**src/rtl/fft4_sched_pkg.sv**
```systemverilog
// Shared types and constants for the fft4 frame scheduler.
// FRAME_LEN   : samples per frame (fixed by the 4-point core).
// IDX_W       : width of the in-frame sample/bin index.
// sched_state_t : scheduler FSM states.
// frame_idx_t : in-frame index type.
// frame_t     : 4-entry sample array at the default 32-bit sample width.
package fft4_sched_pkg;

    localparam int FRAME_LEN = 4;
    localparam int IDX_W     = 2;
    localparam int SAMPLE_W  = 32;

    typedef enum logic [1:0] {
        FILL   = 2'd0,
        LAUNCH = 2'd1,
        WAIT   = 2'd2,
        DRAIN  = 2'd3
    } sched_state_t;

    typedef logic [IDX_W-1:0] frame_idx_t;

    typedef logic [FRAME_LEN-1:0][SAMPLE_W-1:0] frame_t;

endpackage

```
**src/rtl/fft4_frame_buf.sv**
```systemverilog
// Four-entry register file holding one frame of samples or results.
// clk       : clock, rising edge.
// rst       : synchronous active-low reset; clears every entry.
// we_i      : write one entry at widx_i with wdata_i.
// widx_i    : entry index for a single write.
// wdata_i   : single-write data.
// ld_i      : load all four entries from ld_data_i at once (wins over we_i).
// ld_data_i : parallel load data, entry k in slice [k].
// rd_o      : parallel read of all four entries.
module fft4_frame_buf
    import fft4_sched_pkg::*;
#(
    parameter int WIDTH = 32
) (
    input  logic                                clk,
    input  logic                                rst,
    input  logic                                we_i,
    input  logic [IDX_W-1:0]                    widx_i,
    input  logic [WIDTH-1:0]                    wdata_i,
    input  logic                                ld_i,
    input  logic [FRAME_LEN-1:0][WIDTH-1:0]     ld_data_i,
    output logic [FRAME_LEN-1:0][WIDTH-1:0]     rd_o
);

    logic [FRAME_LEN-1:0][WIDTH-1:0] mem_q;

    // NOTE: this storage is a handful of flops, not a RAM, so clearing it
    // in reset is cheap and keeps the read-out at zero after reset.
    always_ff @(posedge clk) begin
        if (!rst) begin
            mem_q <= '0;
        end else if (ld_i) begin
            mem_q <= ld_data_i;
        end else if (we_i) begin
            mem_q[widx_i] <= wdata_i;
        end
    end

    assign rd_o = mem_q;

endmodule

```
**src/rtl/fft4_frame_sched.sv**
```systemverilog
// Frame scheduler for the 4-point FFT core: gathers four serial samples,
// launches the core with a one-cycle start, holds its inputs until done,
// then streams the four results out with valid/ready.
// s_data/s_valid/s_ready : input sample stream.
// m_data/m_valid/m_ready : result stream; m_idx is the bin, m_last marks bin 3.
// fft_start, fft_in0..3  : launch pulse and frame samples to the core.
// fft_done, fft_out0..3  : core completion pulse and results.
// busy        : high outside FILL.
// err_timeout : sticky, set when the core failed to finish in time.
// frame_count : completed frames, wraps.
module fft4_frame_sched
    import fft4_sched_pkg::*;
#(
    parameter int WIDTH          = 32,
    parameter int TIMEOUT_CYCLES = 64,
    parameter int CNT_W          = 16
) (
    input  logic              clk,
    input  logic              rst,
    input  logic [WIDTH-1:0]  s_data,
    input  logic              s_valid,
    output logic              s_ready,
    output logic [WIDTH-1:0]  m_data,
    output logic              m_valid,
    input  logic              m_ready,
    output logic              m_last,
    output logic [1:0]        m_idx,
    output logic              fft_start,
    output logic [WIDTH-1:0]  fft_in0,
    output logic [WIDTH-1:0]  fft_in1,
    output logic [WIDTH-1:0]  fft_in2,
    output logic [WIDTH-1:0]  fft_in3,
    input  logic              fft_done,
    input  logic [WIDTH-1:0]  fft_out0,
    input  logic [WIDTH-1:0]  fft_out1,
    input  logic [WIDTH-1:0]  fft_out2,
    input  logic [WIDTH-1:0]  fft_out3,
    output logic              busy,
    output logic              err_timeout,
    output logic [CNT_W-1:0]  frame_count
);

    localparam int TMO_W = (TIMEOUT_CYCLES > 2) ? $clog2(TIMEOUT_CYCLES) : 1;
    localparam logic [TMO_W-1:0] TMO_LAST = TMO_W'(TIMEOUT_CYCLES - 1);
    localparam frame_idx_t LAST_IDX = frame_idx_t'(FRAME_LEN - 1);

    sched_state_t      state_q, state_d;
    frame_idx_t        fill_idx_q, fill_idx_d;
    frame_idx_t        drain_idx_q, drain_idx_d;
    logic [TMO_W-1:0]  tmo_cnt_q, tmo_cnt_d;
    logic              err_q, err_d;
    logic [CNT_W-1:0]  frame_cnt_q, frame_cnt_d;
    logic              s_ready_q, s_ready_d;
    logic              in_we;
    logic              res_ld;

    logic [FRAME_LEN-1:0][WIDTH-1:0] in_rd;
    logic [FRAME_LEN-1:0][WIDTH-1:0] res_rd;

    fft4_frame_buf #(.WIDTH(WIDTH)) u_in_buf (
        .clk       (clk),
        .rst       (rst),
        .we_i      (in_we),
        .widx_i    (fill_idx_q),
        .wdata_i   (s_data),
        .ld_i      (1'b0),
        .ld_data_i ('0),
        .rd_o      (in_rd)
    );

    fft4_frame_buf #(.WIDTH(WIDTH)) u_res_buf (
        .clk       (clk),
        .rst       (rst),
        .we_i      (1'b0),
        .widx_i    ('0),
        .wdata_i   ('0),
        .ld_i      (res_ld),
        .ld_data_i ({fft_out3, fft_out2, fft_out1, fft_out0}),
        .rd_o      (res_rd)
    );

    // NOTE: every signal assigned here gets a default first, so no path
    // leaves a value unassigned and no latch is inferred.
    always_comb begin
        state_d     = state_q;
        fill_idx_d  = fill_idx_q;
        drain_idx_d = drain_idx_q;
        tmo_cnt_d   = tmo_cnt_q;
        err_d       = err_q;
        frame_cnt_d = frame_cnt_q;
        in_we       = 1'b0;
        res_ld      = 1'b0;

        case (state_q)
            FILL: begin
                if (s_valid && s_ready_q) begin
                    in_we      = 1'b1;
                    fill_idx_d = fill_idx_q + frame_idx_t'(1);
                    if (fill_idx_q == LAST_IDX) begin
                        state_d = LAUNCH;
                    end
                end
            end
            LAUNCH: begin
                tmo_cnt_d = '0;
                state_d   = WAIT;
            end
            WAIT: begin
                tmo_cnt_d = tmo_cnt_q + TMO_W'(1);
                // A done arriving on the last allowed cycle still counts.
                if (fft_done) begin
                    res_ld  = 1'b1;
                    state_d = DRAIN;
                end else if (TIMEOUT_CYCLES != 0 && tmo_cnt_q == TMO_LAST) begin
                    err_d   = 1'b1;
                    state_d = FILL;
                end
            end
            DRAIN: begin
                if (m_ready) begin
                    drain_idx_d = drain_idx_q + frame_idx_t'(1);
                    if (drain_idx_q == LAST_IDX) begin
                        frame_cnt_d = frame_cnt_q + CNT_W'(1);
                        state_d     = FILL;
                    end
                end
            end
            default: state_d = FILL;
        endcase

        // Registered so that s_ready stays low for as long as reset is held.
        s_ready_d = (state_d == FILL);
    end

    // NOTE: sequential state uses non-blocking assignments only, so every
    // register samples its pre-edge value regardless of statement order.
    always_ff @(posedge clk) begin
        if (!rst) begin
            state_q     <= FILL;
            fill_idx_q  <= '0;
            drain_idx_q <= '0;
            tmo_cnt_q   <= '0;
            err_q       <= 1'b0;
            frame_cnt_q <= '0;
            s_ready_q   <= 1'b0;
        end else begin
            state_q     <= state_d;
            fill_idx_q  <= fill_idx_d;
            drain_idx_q <= drain_idx_d;
            tmo_cnt_q   <= tmo_cnt_d;
            err_q       <= err_d;
            frame_cnt_q <= frame_cnt_d;
            s_ready_q   <= s_ready_d;
        end
    end

    assign s_ready     = s_ready_q;
    assign m_valid     = (state_q == DRAIN);
    assign m_data      = res_rd[drain_idx_q];
    assign m_idx       = drain_idx_q;
    assign m_last      = (state_q == DRAIN) && (drain_idx_q == LAST_IDX);
    assign fft_start   = (state_q == LAUNCH);
    assign fft_in0     = in_rd[0];
    assign fft_in1     = in_rd[1];
    assign fft_in2     = in_rd[2];
    assign fft_in3     = in_rd[3];
    assign busy        = (state_q != FILL);
    assign err_timeout = err_q;
    assign frame_count = frame_cnt_q;

endmodule

```
**config.mk**
```make
export PLATFORM = sky130hd
export DESIGN_NAME = fft4_frame_sched
export DESIGN_NICKNAME = d
export VERILOG_FILES = /design/src/rtl/fft4_sched_pkg.sv /design/src/rtl/fft4_frame_buf.sv /design/src/rtl/fft4_frame_sched.sv
export SDC_FILE = /design/constraint.sdc
export NUM_CORES = 1
export LEC_CHECK = 0
export CAP_MARGIN = 40
export CORE_MARGIN = 2
export CORE_UTILIZATION = 35
export CTS_CLUSTER_SIZE = 10
export DETAILED_ROUTE_END_ITERATION = 10
export GPL_TIMING_DRIVEN = 1
export HOLD_SLACK_MARGIN = 0.05
export RECOVER_POWER = 50
export SLEW_MARGIN = 10
export SYNTH_ARGS = -nofsm -noshare
export SYNTH_HDL_FRONTEND = slang
export SYNTH_SLANG_ARGS = --single-unit
```
**constraint.sdc**
```tcl
create_clock -name clk -period 2.44 [get_ports clk]
set_input_delay 0.488 -clock clk [delete_from_list [all_inputs] [get_ports clk]]
set_output_delay 0.488 -clock clk [all_outputs]
set_load 0.02 [all_outputs]
```
==> impl_metrics.py <==
metrics = {
    "worst_setup_path": {
        "timing.rr.end": "u_res_buf.rd_o[16]",
        "arrival_ns": 1.88,
        "worstPathRequired_ns": 1.95,
        "ff2ff_setup_slack_ns": 0.22,
        "end_kind": "output port",
        "r2r_cells": 6,
        "path_class": "reg -> out",
        "start_kind": "flip-flop",
        "r2r-start": "state_q[0]",
        "cp_max_fo": 13,
    },
    "floorplan": {
        "die_x_um": 181,
        "core_um2": 30700,
        "dieArea_um2": 32700,
        "io_pins": 349,
        "rows": 64,
        "die_h_um": 181,
        "start_util_pct": 35.7,
    },
    "sta": {
        "min_period_ns": 2.37,
        "period_share_pct": 97.3,
        "setup_viol": 0,
        "skew_ns": 0.0104,
        "slew_viol_final": 0,
        "max_freq_mhz": 421,
        "maxSlewHeadroom_pct": 45.1,
        "worst_pin_slew_ns": 0.824,
        "hold_violations": 0,
        "rsz0062_at_grt": "yes",
    },
    "routing": {
        "detail-route-antenna-nets": 0,
        "num_vias": 10117,
        "routedWlPerCell_um": 17.6,
        "via_per_inst": 4.94,
        "first_pass_iters": 5,
        "drc": 0,
        "routed_wl_mm": 36.1,
        "drt-initial-drc-count": 495,
    },
    "cts": {
        "clk_latency_ns": 0.50,
        "clkTransAtPathRegs_ns": 0.05,
        "cts_root_buffer": "clkbuf_16",
        "clockBufferDepth": 3,
        "cts-buffers-inserted": 35,
        "cts.sinks": 286,
        "htreeDepth": 2,
        "cts_tree": "built",
        "ctsHoldBuffers": 0,
    },
    "logic_synthesis": {
        "syn_area_per_cell_um2": 8.26,
        "syn-cell-area_um2": 10900,
        "synth.area.top_cells": "dfxtp_1, nand2_1, a21oi_1",
        "ys_seq_elements": 286,
        "synthXorXnorAreaFrac_pct": 1.28,
        "syn-num-nets": 1503,
        "ys_types": 38,
        "synth_most_common_cell": "nand2_1",
        "synth_edf_count": 0,
        "synth_seq_area_share_pct": 52.3,
        "synth_compound_area_share_pct": 12.9,
        "async_flop_share_pct": 0,
        "yosys.area_share.simple_pct": 21.4,
        "synthTopCellsByCount": "nand2_1, dfxtp_1, a21oi_1",
        "ys_warn_count": 0,
        "synth_adder_area_share_pct": 1.37,
        "yosysTopAreaCell": "dfxtp_1",
        "yosys-mux-area-fraction_pct": 6.76,
        "syn_inst": 1326,
        "ys.flop_type": "dfxtp_1",
        "synth_top_family_by_area": "simple AND/OR/NAND/NOR gates",
        "synth.top_cell.area_share_pct": 52.3,
    },
    "global_route": {
        "track_usage_pct": 21.3,
        "grt_first_pass_wirelength_mm": 56.2,
        "grt_pass1_vias": 10066,
        "grt_max_degree": 74,
        "antenna_found_initial": 2,
        "grt-ovfl-total": 0,
    },
    "placement": {
        "dp.final_hpwl_mm": 24.2,
        "place_congestion": 0.817,
        "port_buffers": 348,
        "placed_cell_area_um2": 14900,
    },
    "finish": {
        "nets": 1821,
        "drive_gt1_share_pct": 8.48,
        "design_area_um2": 15700,
        "fin_util_pct": 51.3,
        "area_growth_pct": 43.7,
    },
    "pwr": {
        "p_per_area_nw_per_um2": 630,
        "power.leakage_nw": 5.31,
        "vdd_drop_max_v": 0.000571,
    },
    "status": {
        "status": "complete, no violations",
    },
    "min_path": {
        "holdPathStages": 2,
        "hold_end": "u_in_buf.rd_o[57]",
        "hp-start": "u_in_buf.rd_o[57]",
        "hp-class": "reg -> reg",
    },
    "job": {
        "maxCapViolCount": 0,
    },
}
## cells by family (layout without fill, tap and decap cells)
| group | count (synthesis) | after routing |
|---|---|---|
| flip-flops | 286 | 286 |
| AND/OR/NAND/NOR | 592 | 592 |
| multiplexers | 34 | 34 |
| AO/OA/AOI/OAI | 279 | 279 |
| XOR/XNOR | 16 | 16 |
| buffers and inverters | 107 | 432 |
| adder cells (fa/ha/maj) | 12 | 12 |
| other | 0 | 1 |
## per-stage QoR
stage	instances	setup WS, ns	hold slack, ns	setup TNS (ns)	total power (W)
2_1_floorplan	1326	0.280	0.433	0	0.00506
3_3_place_gp	1998	0.252	0.439	0	0.00553
3_5_place_dp	1998	0.216	0.444	0	0.00553
4_1_cts	2043	-0.0200	0.452	-0.0358	0.0101
5_1_grt	2048	-0.0154	0.467	-0.0322	0.0103
6_report	2048	0.0670	0.450	0	0.00991
## layout make-up
type | instances | area (um^2)
Inverter | 7 | 33.8
Clock inverter | 3 | 18.8
Tap cell | 396 | 495
Multi-Input combinational cell | 933 | 4790
Fill cell | 2914 | 14900
Timing Repair Buffer | 381 | 3740
Antenna cell | 1 | 2.50
Clock buffer | 41 | 918
Sequential cell | 286 | 5730
## where the power goes
part | internal [W] | total [W] | switching, W
Clock | 0.00262 | 0.00448 | 0.00186
Sequential | 0.00472 | 0.00474 | 0.0000257
Combinational | 0.000363 | 0.000683 | 0.000320
## routing by layer
metal,share of wire (%),global-route usage [%],vias up,routed length [um]
li1,-,-,4992,-
met1,42,26.1,4709,15000
met2,45,34.3,352,16400
met3,10,8.73,62,3710
met4,2.7,6.55,2,962
met5,0.050,0,-,18
## how the worst max path moves through the flow
stage	startpoint	end	cells after the start
5_1_grt	m_idx[0]	m_data[5]	4
3_5_place_dp	m_idx[0]	m_data[1]	3
4_1_cts	m_idx[0]	m_data[9]	3
3_3_place_gp	m_idx[0]	m_data[1]	3
2_1_floorplan	m_idx[0]	m_data[10]	3
6_report	m_idx[0]	m_data[20]	4
## layout by cell type, fill, tap and decap left out, types with 8 or more instances in the layout
master           instances
ha_1                    11
mux4_2                  32
clkdlybuf4s50_1        311
clkbuf_1                10
buf_4                    8
nand2_1                528
buf_12                   9
a21oi_1                265
dfxtp_1                284
xor2_1                   9
nand4_1                  8
buf_2                   12
clkbuf_16               36
clkbuf_2                17
nor2_1                  21
## critical path: stages (launching register included)
cell	delay, ns
dfxtp_4	0.43
buf_16	0.18
buf_4	0.12
mux4_2	0.47
buf_2	0.17
## repair_timing
item,4_1_cts,5_1_grt
resized for setup,91,27
cloned,1,1
endpoints found under the setup margin,34,27
setup buffers,0,3
## sequential cells by signal, summed over array words and instances (netlist names), 2 cells and up
register        cells
u_res_buf.rd_o    128
frame_count        16
fill_idx_q          2
state_q             2
m_idx               2
tmo_cnt_q           6
u_in_buf.rd_o     128
Power figures use the tool's default switching activity.
